## src/rtl/mm_core_pkg.sv

```systemverilog
// mm_core_pkg: opcodes, FSM state encoding and default widths shared by the core and its ALU.
package mm_core_pkg;

    localparam int DATA_W_DEF  = 16;
    localparam int PC_W_DEF    = 8;
    localparam int DRAM_DW_DEF = 8;
    localparam int IR_W        = 8;

    localparam logic [IR_W-1:0] OP_NOP    = 8'h00;
    localparam logic [IR_W-1:0] OP_LDAC   = 8'h04;
    localparam logic [IR_W-1:0] OP_LDIM   = 8'h08;
    localparam logic [IR_W-1:0] OP_STAC   = 8'h0B;
    localparam logic [IR_W-1:0] OP_CLAC   = 8'h14;
    localparam logic [IR_W-1:0] OP_MVACR  = 8'h15;
    localparam logic [IR_W-1:0] OP_MVRAC  = 8'h16;
    localparam logic [IR_W-1:0] OP_MVACAR = 8'h17;
    localparam logic [IR_W-1:0] OP_ADD    = 8'h18;
    localparam logic [IR_W-1:0] OP_SUB    = 8'h19;
    localparam logic [IR_W-1:0] OP_MUL    = 8'h1A;
    localparam logic [IR_W-1:0] OP_INAC   = 8'h1B;
    localparam logic [IR_W-1:0] OP_DCAC   = 8'h1C;
    localparam logic [IR_W-1:0] OP_INAR   = 8'h1D;
    localparam logic [IR_W-1:0] OP_JPNZ   = 8'h2B;
    localparam logic [IR_W-1:0] OP_END    = 8'hFF;

    typedef enum logic [2:0] {
        FETCH1,
        FETCH2,
        DECODE,
        EX1,
        EX2,
        HALT
    } state_t;

endpackage

```

## src/rtl/mm_alu.sv

```systemverilog
// mm_alu: single-cycle accumulator operations; flags which opcodes write AC and update Z.
module mm_alu
    import mm_core_pkg::*;
#(
    parameter int DATA_W = DATA_W_DEF
) (
    input  logic [IR_W-1:0]   op,
    input  logic [DATA_W-1:0] ac,
    input  logic [DATA_W-1:0] r,
    output logic [DATA_W-1:0] result,
    output logic              zero,
    output logic              writes_ac
);

    // Arithmetic wraps modulo 2^DATA_W; MUL keeps only the low half of the product.
    always_comb begin
        result    = ac;
        writes_ac = 1'b1;
        case (op)
            OP_CLAC: result = '0;
            OP_ADD:  result = ac + r;
            OP_SUB:  result = ac - r;
            OP_MUL:  result = ac * r;
            OP_INAC: result = ac + DATA_W'(1);
            OP_DCAC: result = ac - DATA_W'(1);
            default: writes_ac = 1'b0;
        endcase
        zero = (result == '0);
    end

endmodule

```

## src/rtl/mm_core.sv

```systemverilog
// mm_core: 16-bit accumulator processor; fetch/decode/execute FSM over external IRAM and DRAM.
module mm_core
    import mm_core_pkg::*;
#(
    parameter int DATA_W  = DATA_W_DEF,
    parameter int PC_W    = PC_W_DEF,
    parameter int DRAM_DW = DRAM_DW_DEF
) (
    input  logic               clk,
    input  logic               rst,
    input  logic               status,
    input  logic [IR_W-1:0]    iram_out,
    input  logic [DRAM_DW-1:0] dram_out,
    output logic               dram_wrEn,
    output logic               read_IRAM,
    output logic [PC_W-1:0]    pc_out,
    output logic [DATA_W-1:0]  ar_out,
    output logic [DATA_W-1:0]  bus_out,
    output logic               end_process
);

    state_t            state;
    logic [DATA_W-1:0] ac;
    logic [DATA_W-1:0] r;
    logic [DATA_W-1:0] ar;
    logic [DATA_W-1:0] bus;
    logic [PC_W-1:0]   pc;
    logic [IR_W-1:0]   ir;
    logic              z;
    logic              end_p;

    logic [DATA_W-1:0] alu_res;
    logic              alu_zero;
    logic              alu_writes;
    logic [DATA_W-1:0] iram_ext;
    logic [DATA_W-1:0] dram_ext;

    assign iram_ext = DATA_W'(iram_out);
    assign dram_ext = DATA_W'(dram_out);

    mm_alu #(
        .DATA_W (DATA_W)
    ) u_alu (
        .op        (ir),
        .ac        (ac),
        .r         (r),
        .result    (alu_res),
        .zero      (alu_zero),
        .writes_ac (alu_writes)
    );

    // Main FSM: one instruction at a time, register-transfer ops finish in DECODE.
    always_ff @(posedge clk or posedge rst) begin
        if (rst) begin
            state <= FETCH1;
            ac    <= '0;
            r     <= '0;
            ar    <= '0;
            bus   <= '0;
            pc    <= '0;
            ir    <= '0;
            z     <= 1'b0;
            end_p <= 1'b0;
        end else begin
            case (state)
                FETCH1: begin
                    if (status) state <= FETCH2;
                end
                FETCH2: begin
                    ir    <= iram_out;
                    pc    <= pc + PC_W'(1);
                    state <= DECODE;
                end
                DECODE: begin
                    state <= FETCH1;
                    case (ir)
                        OP_NOP: ;
                        OP_LDAC, OP_LDIM, OP_JPNZ: state <= EX1;
                        OP_STAC: begin
                            // bus must carry AC during the write cycle that follows
                            bus   <= ac;
                            state <= EX1;
                        end
                        OP_MVACR: begin
                            r   <= ac;
                            bus <= ac;
                        end
                        OP_MVRAC: begin
                            ac  <= r;
                            bus <= r;
                        end
                        OP_MVACAR: begin
                            ar  <= ac;
                            bus <= ac;
                        end
                        OP_INAR: begin
                            ar  <= ar + DATA_W'(1);
                            bus <= ar + DATA_W'(1);
                        end
                        OP_END: begin
                            end_p <= 1'b1;
                            state <= HALT;
                        end
                        default: begin
                            // unknown opcodes fall through here with alu_writes low
                            if (alu_writes) begin
                                ac  <= alu_res;
                                bus <= alu_res;
                                z   <= alu_zero;
                            end
                        end
                    endcase
                end
                EX1: begin
                    if (ir == OP_STAC) state <= FETCH1;
                    else               state <= EX2;
                end
                EX2: begin
                    state <= FETCH1;
                    case (ir)
                        OP_LDAC: begin
                            ac  <= dram_ext;
                            bus <= dram_ext;
                        end
                        OP_LDIM: begin
                            ac  <= iram_ext;
                            bus <= iram_ext;
                            pc  <= pc + PC_W'(1);
                        end
                        OP_JPNZ: begin
                            if (!z) pc <= PC_W'(iram_out);
                            else    pc <= pc + PC_W'(1);
                        end
                        default: ;
                    endcase
                end
                HALT: state <= HALT;
                default: state <= FETCH1;
            endcase
        end
    end

    // Memory strobes decode from the current state so the external RAMs see them in the same cycle.
    always_comb begin
        read_IRAM = 1'b0;
        dram_wrEn = 1'b0;
        if (!rst) begin
            case (state)
                FETCH1: read_IRAM = status;
                EX1: begin
                    read_IRAM = (ir == OP_LDIM) || (ir == OP_JPNZ);
                    dram_wrEn = (ir == OP_STAC);
                end
                default: ;
            endcase
        end
    end

    assign pc_out      = pc;
    assign ar_out      = ar;
    assign bus_out     = bus;
    assign end_process = end_p;

endmodule

```

## config.mk

```make
export PLATFORM = sky130hd
export DESIGN_NAME = mm_core
export DESIGN_NICKNAME = d
export VERILOG_FILES = /design/src/rtl/mm_core_pkg.sv /design/src/rtl/mm_alu.sv /design/src/rtl/mm_core.sv
export SDC_FILE = /design/constraint.sdc
export NUM_CORES = 1
export LEC_CHECK = 0
export BUFFER_PORTS_ARGS = -buffer_cell sky130_fd_sc_hd__buf_4
export CAP_MARGIN = 40
export CORE_MARGIN = 2
export CORE_UTILIZATION = 60
export CTS_CLUSTER_SIZE = 28
export DETAILED_ROUTE_END_ITERATION = 6
export PLACE_DENSITY = 0.79
export SYNTH_ARGS = -nofsm -noshare
export SYNTH_HDL_FRONTEND = slang
export SYNTH_HIERARCHICAL = 1
export SYNTH_SLANG_ARGS = --single-unit
export TNS_END_PERCENT = 50
```

## constraint.sdc

```tcl
create_clock -name clk -period 6.7 [get_ports clk]
set_input_delay 0.335 -clock clk [delete_from_list [all_inputs] [get_ports clk]]
set_output_delay 0.335 -clock clk [all_outputs]
set_load 0.03 [all_outputs]
```

==> qor.yml <==
outcome: "complete, no violations"
multiInputGateArea_sq_mm: 0.00776
pwr-share-seq: 0.245
ff_latch_area_sq_mm: 0.00213
final_max_slew_viol_count: 0
cts_sinks: 85
tns_ns: 0
clkPwrFrac: 0.129
vias: 9686
ctsResizeCount: 0
drtPass1Iterations: 6
setup_violations: 0
yosys_warnings: 6
worstSetupPathType: "reg2reg"
hold_ws_ns: 0.0301
p_comb_frac: 0.626
synth_edf_count: 0
fill_cells: 1421
drv_cap: 0
ant_nets: 0
worst-r2r-setup-slack_ns: 0.38
synth_top_area_cell: "dfrtp_1"
drive_above_1_share: 0.134
path_max_fanout: 15
rsz0062_at_grt: "no"
wire_per_inst_um: 20.7
critPathArrivalTime_ns: 6.61
cts_buffers: 9
globalRoute.totalOverflow: 0
hp-class: "in2async"
cts-root-buf: "clkbuf_16"
initial_core_util: 0.614
synth_flop_cell: "dfrtp_1"
synth_cell_types: 81
cts_buffer_depth: 2
io_pins: 62
clkLatencyLatePin_ns: 0.35
swShare: 0.505
grt_pass1_wl_um: 50500
ir_drop_uv: 278
synth.top_cell.area_share: 0.200
intPower_mw: 2.01
placed_cells: 1520
syn_inst: 1260
worst_clock_skew_ns: 0.00969
tritoncts: "done"
r2r_cells: 20
syn2layout_area_growth_pct: 10.4
ys_seq_area_frac: 0.200
syn_avg_cell_area_sq_um: 8.43
synth_commonest_cells: "nand2_1, inv_1, dfrtp_1, fa_1, and2_1"
ys_ff_latch: 85
critPathRequiredTime_ns: 6.99
grt_max_degree: 55
startpoint_type: "register"
slew_headroom: 0.420
p_leak_nw: 5.54
fin_nets: 1473
vias_per_cell: 6.31
rows: 48
tightest_slew_ns: 0.863
syn_nets: 1427
antenna-diode-count: 0
fin_cells: 1535
cts_setup_buffers: 0
yosysMostFrequentCell: "nand2_1"
track_usage: 0.347
timing.rr.start: "r[2]$_DFFE_PP0P_"
die_h_um: 137
die_w_um: 137
clk_pin_slew_ns: 0.07
netlist_top_cells_area: "dfrtp_1, fa_1, ha_1"
fin_crit_ns: 6.32
core_area_sq_mm: 0.0173
gp_congestion: 1.01
r2r-end: "z$_DFFE_PP0P_"
power.switching_mw: 2.06
worstSetupEndpointType: "register"
antenna_found_initial: 1
async_flop_share: 1.00
place_hpwl_um: 23700
route.detailed.drc: 0
first_global_vias: 9515
h-tree-depth: 3
syn-cell-area_sq_mm: 0.0106
power_density_mw_per_mm2: 347
max_clock_freq_ghz: 0.158
cts_hold_buffers: 0
port_buffers: 61
die_area_sq_mm: 0.0188
post-route-period-util: 0.944
finalHoldViolations: 0
dr.first_iter.drc_count: 1093
wirelength_um: 31800
[power by group through the flow]
stage	sequential, mW	clock [mW]	combinational, mW
2_1_floorplan	1.02	0	1.69
3_3_place_gp	0.988	0	2.42
3_5_place_dp	0.990	0	2.46
4_1_cts	0.984	0.527	2.47
5_1_grt	1.03	0.547	2.72
6_report	0.997	0.525	2.55
[flip-flops by register name, indices dropped and copies added, names as in the netlist]
| register | count |
|---|---|
| ir | 8 |
| bus_out | 16 |
| ac | 16 |
| pc_out | 8 |
| z | 1 |
| state | 3 |
| end_process | 1 |
| ar_out | 16 |
| r | 16 |
[how the worst max path moves through the flow]
stage                          endpoint               from  slack, ns
final                     z$_DFFE_PP0P_   r[2]$_DFFE_PP0P_       0.38
after global routing      z$_DFFE_PP0P_  ac[6]$_DFFE_PP0P_       0.13
after detailed placement  z$_DFFE_PP0P_   r[5]$_DFFE_PP0P_       0.51
after CTS                 z$_DFFE_PP0P_   r[5]$_DFFE_PP0P_       0.47
after floorplan           z$_DFFE_PP0P_   r[6]$_DFFE_PP0P_       0.77
after global placement    z$_DFFE_PP0P_  ac[6]$_DFFE_PP0P_       0.60
[cells in the final DEF (no fill, tap or decap), types with 11 or more instances in the layout]
cell and n:
nand2_1 191, inv_1 127, buf_4 97, dfrtp_1 85, fa_1 81, and2_1 74, o21ai_0 73, ha_1 67
nor2_1 51, a21oi_1 49, xnor2_1 45, xor2_1 28, mux2_2 27, nand3_1 20, nor3_1 19, a22o_1 17
mux2i_1 14, nand2b_1 13, o21a_1 11
[routing by layer]
metal  global-route usage  share of wire
met5                    0              0
met4                0.155          0.041
met3               0.0585          0.091
met1                0.480           0.42
met2                0.537           0.45
[cell type report]
cell class,instances,area share
clock inverter,6,0.00608
clock buffer,9,0.0192
sequential,85,0.181
timing repair buffer,101,0.0676
multi-input combinational,981,0.661
tap,225,0.0240
inverter,128,0.0410
[logic make-up (layout without fill, tap and decap cells)]
family,count (synthesis),count (layout),share of synthesized area
simple gates,444,444,0.215
xor+xnor,74,74,0.0623
buf+inv,194,244,0.0712
fa+ha+maj,148,148,0.231
flops,85,85,0.200
mux,49,49,0.0531
compound gates,266,266,0.167
[worst max-delay path, cell delays in order, from the launching register on]
cell,delay (ns)
dfrtp_1,0.73
nand2_1,0.16
fa_1,0.55
fa_1,0.44
fa_1,0.52
inv_1,0.04
ha_1,0.31
fa_1,0.55
inv_1,0.06
fa_1,0.53
inv_1,0.06
ha_1,0.22
nor2_1,0.14
nand2_1,0.07
o221ai_1,0.27
o21ai_0,0.22
xnor2_1,0.30
o221ai_1,0.25
or3_1,0.44
nor4_2,0.22
mux2_2,0.18
[metrics by stage]
step	area, sq um	util	power [mW]	worst slack [ns]
detailed placement	11400	0.661	3.45	0.512
global placement	11400	0.658	3.41	0.604
floorplan	10600	-	2.71	0.771
CTS	11700	0.679	3.98	0.475
global route	11700	0.679	4.29	0.126
finish	11700	0.679	4.07	0.377
Note: power is estimated with default switching activity, not from simulation.
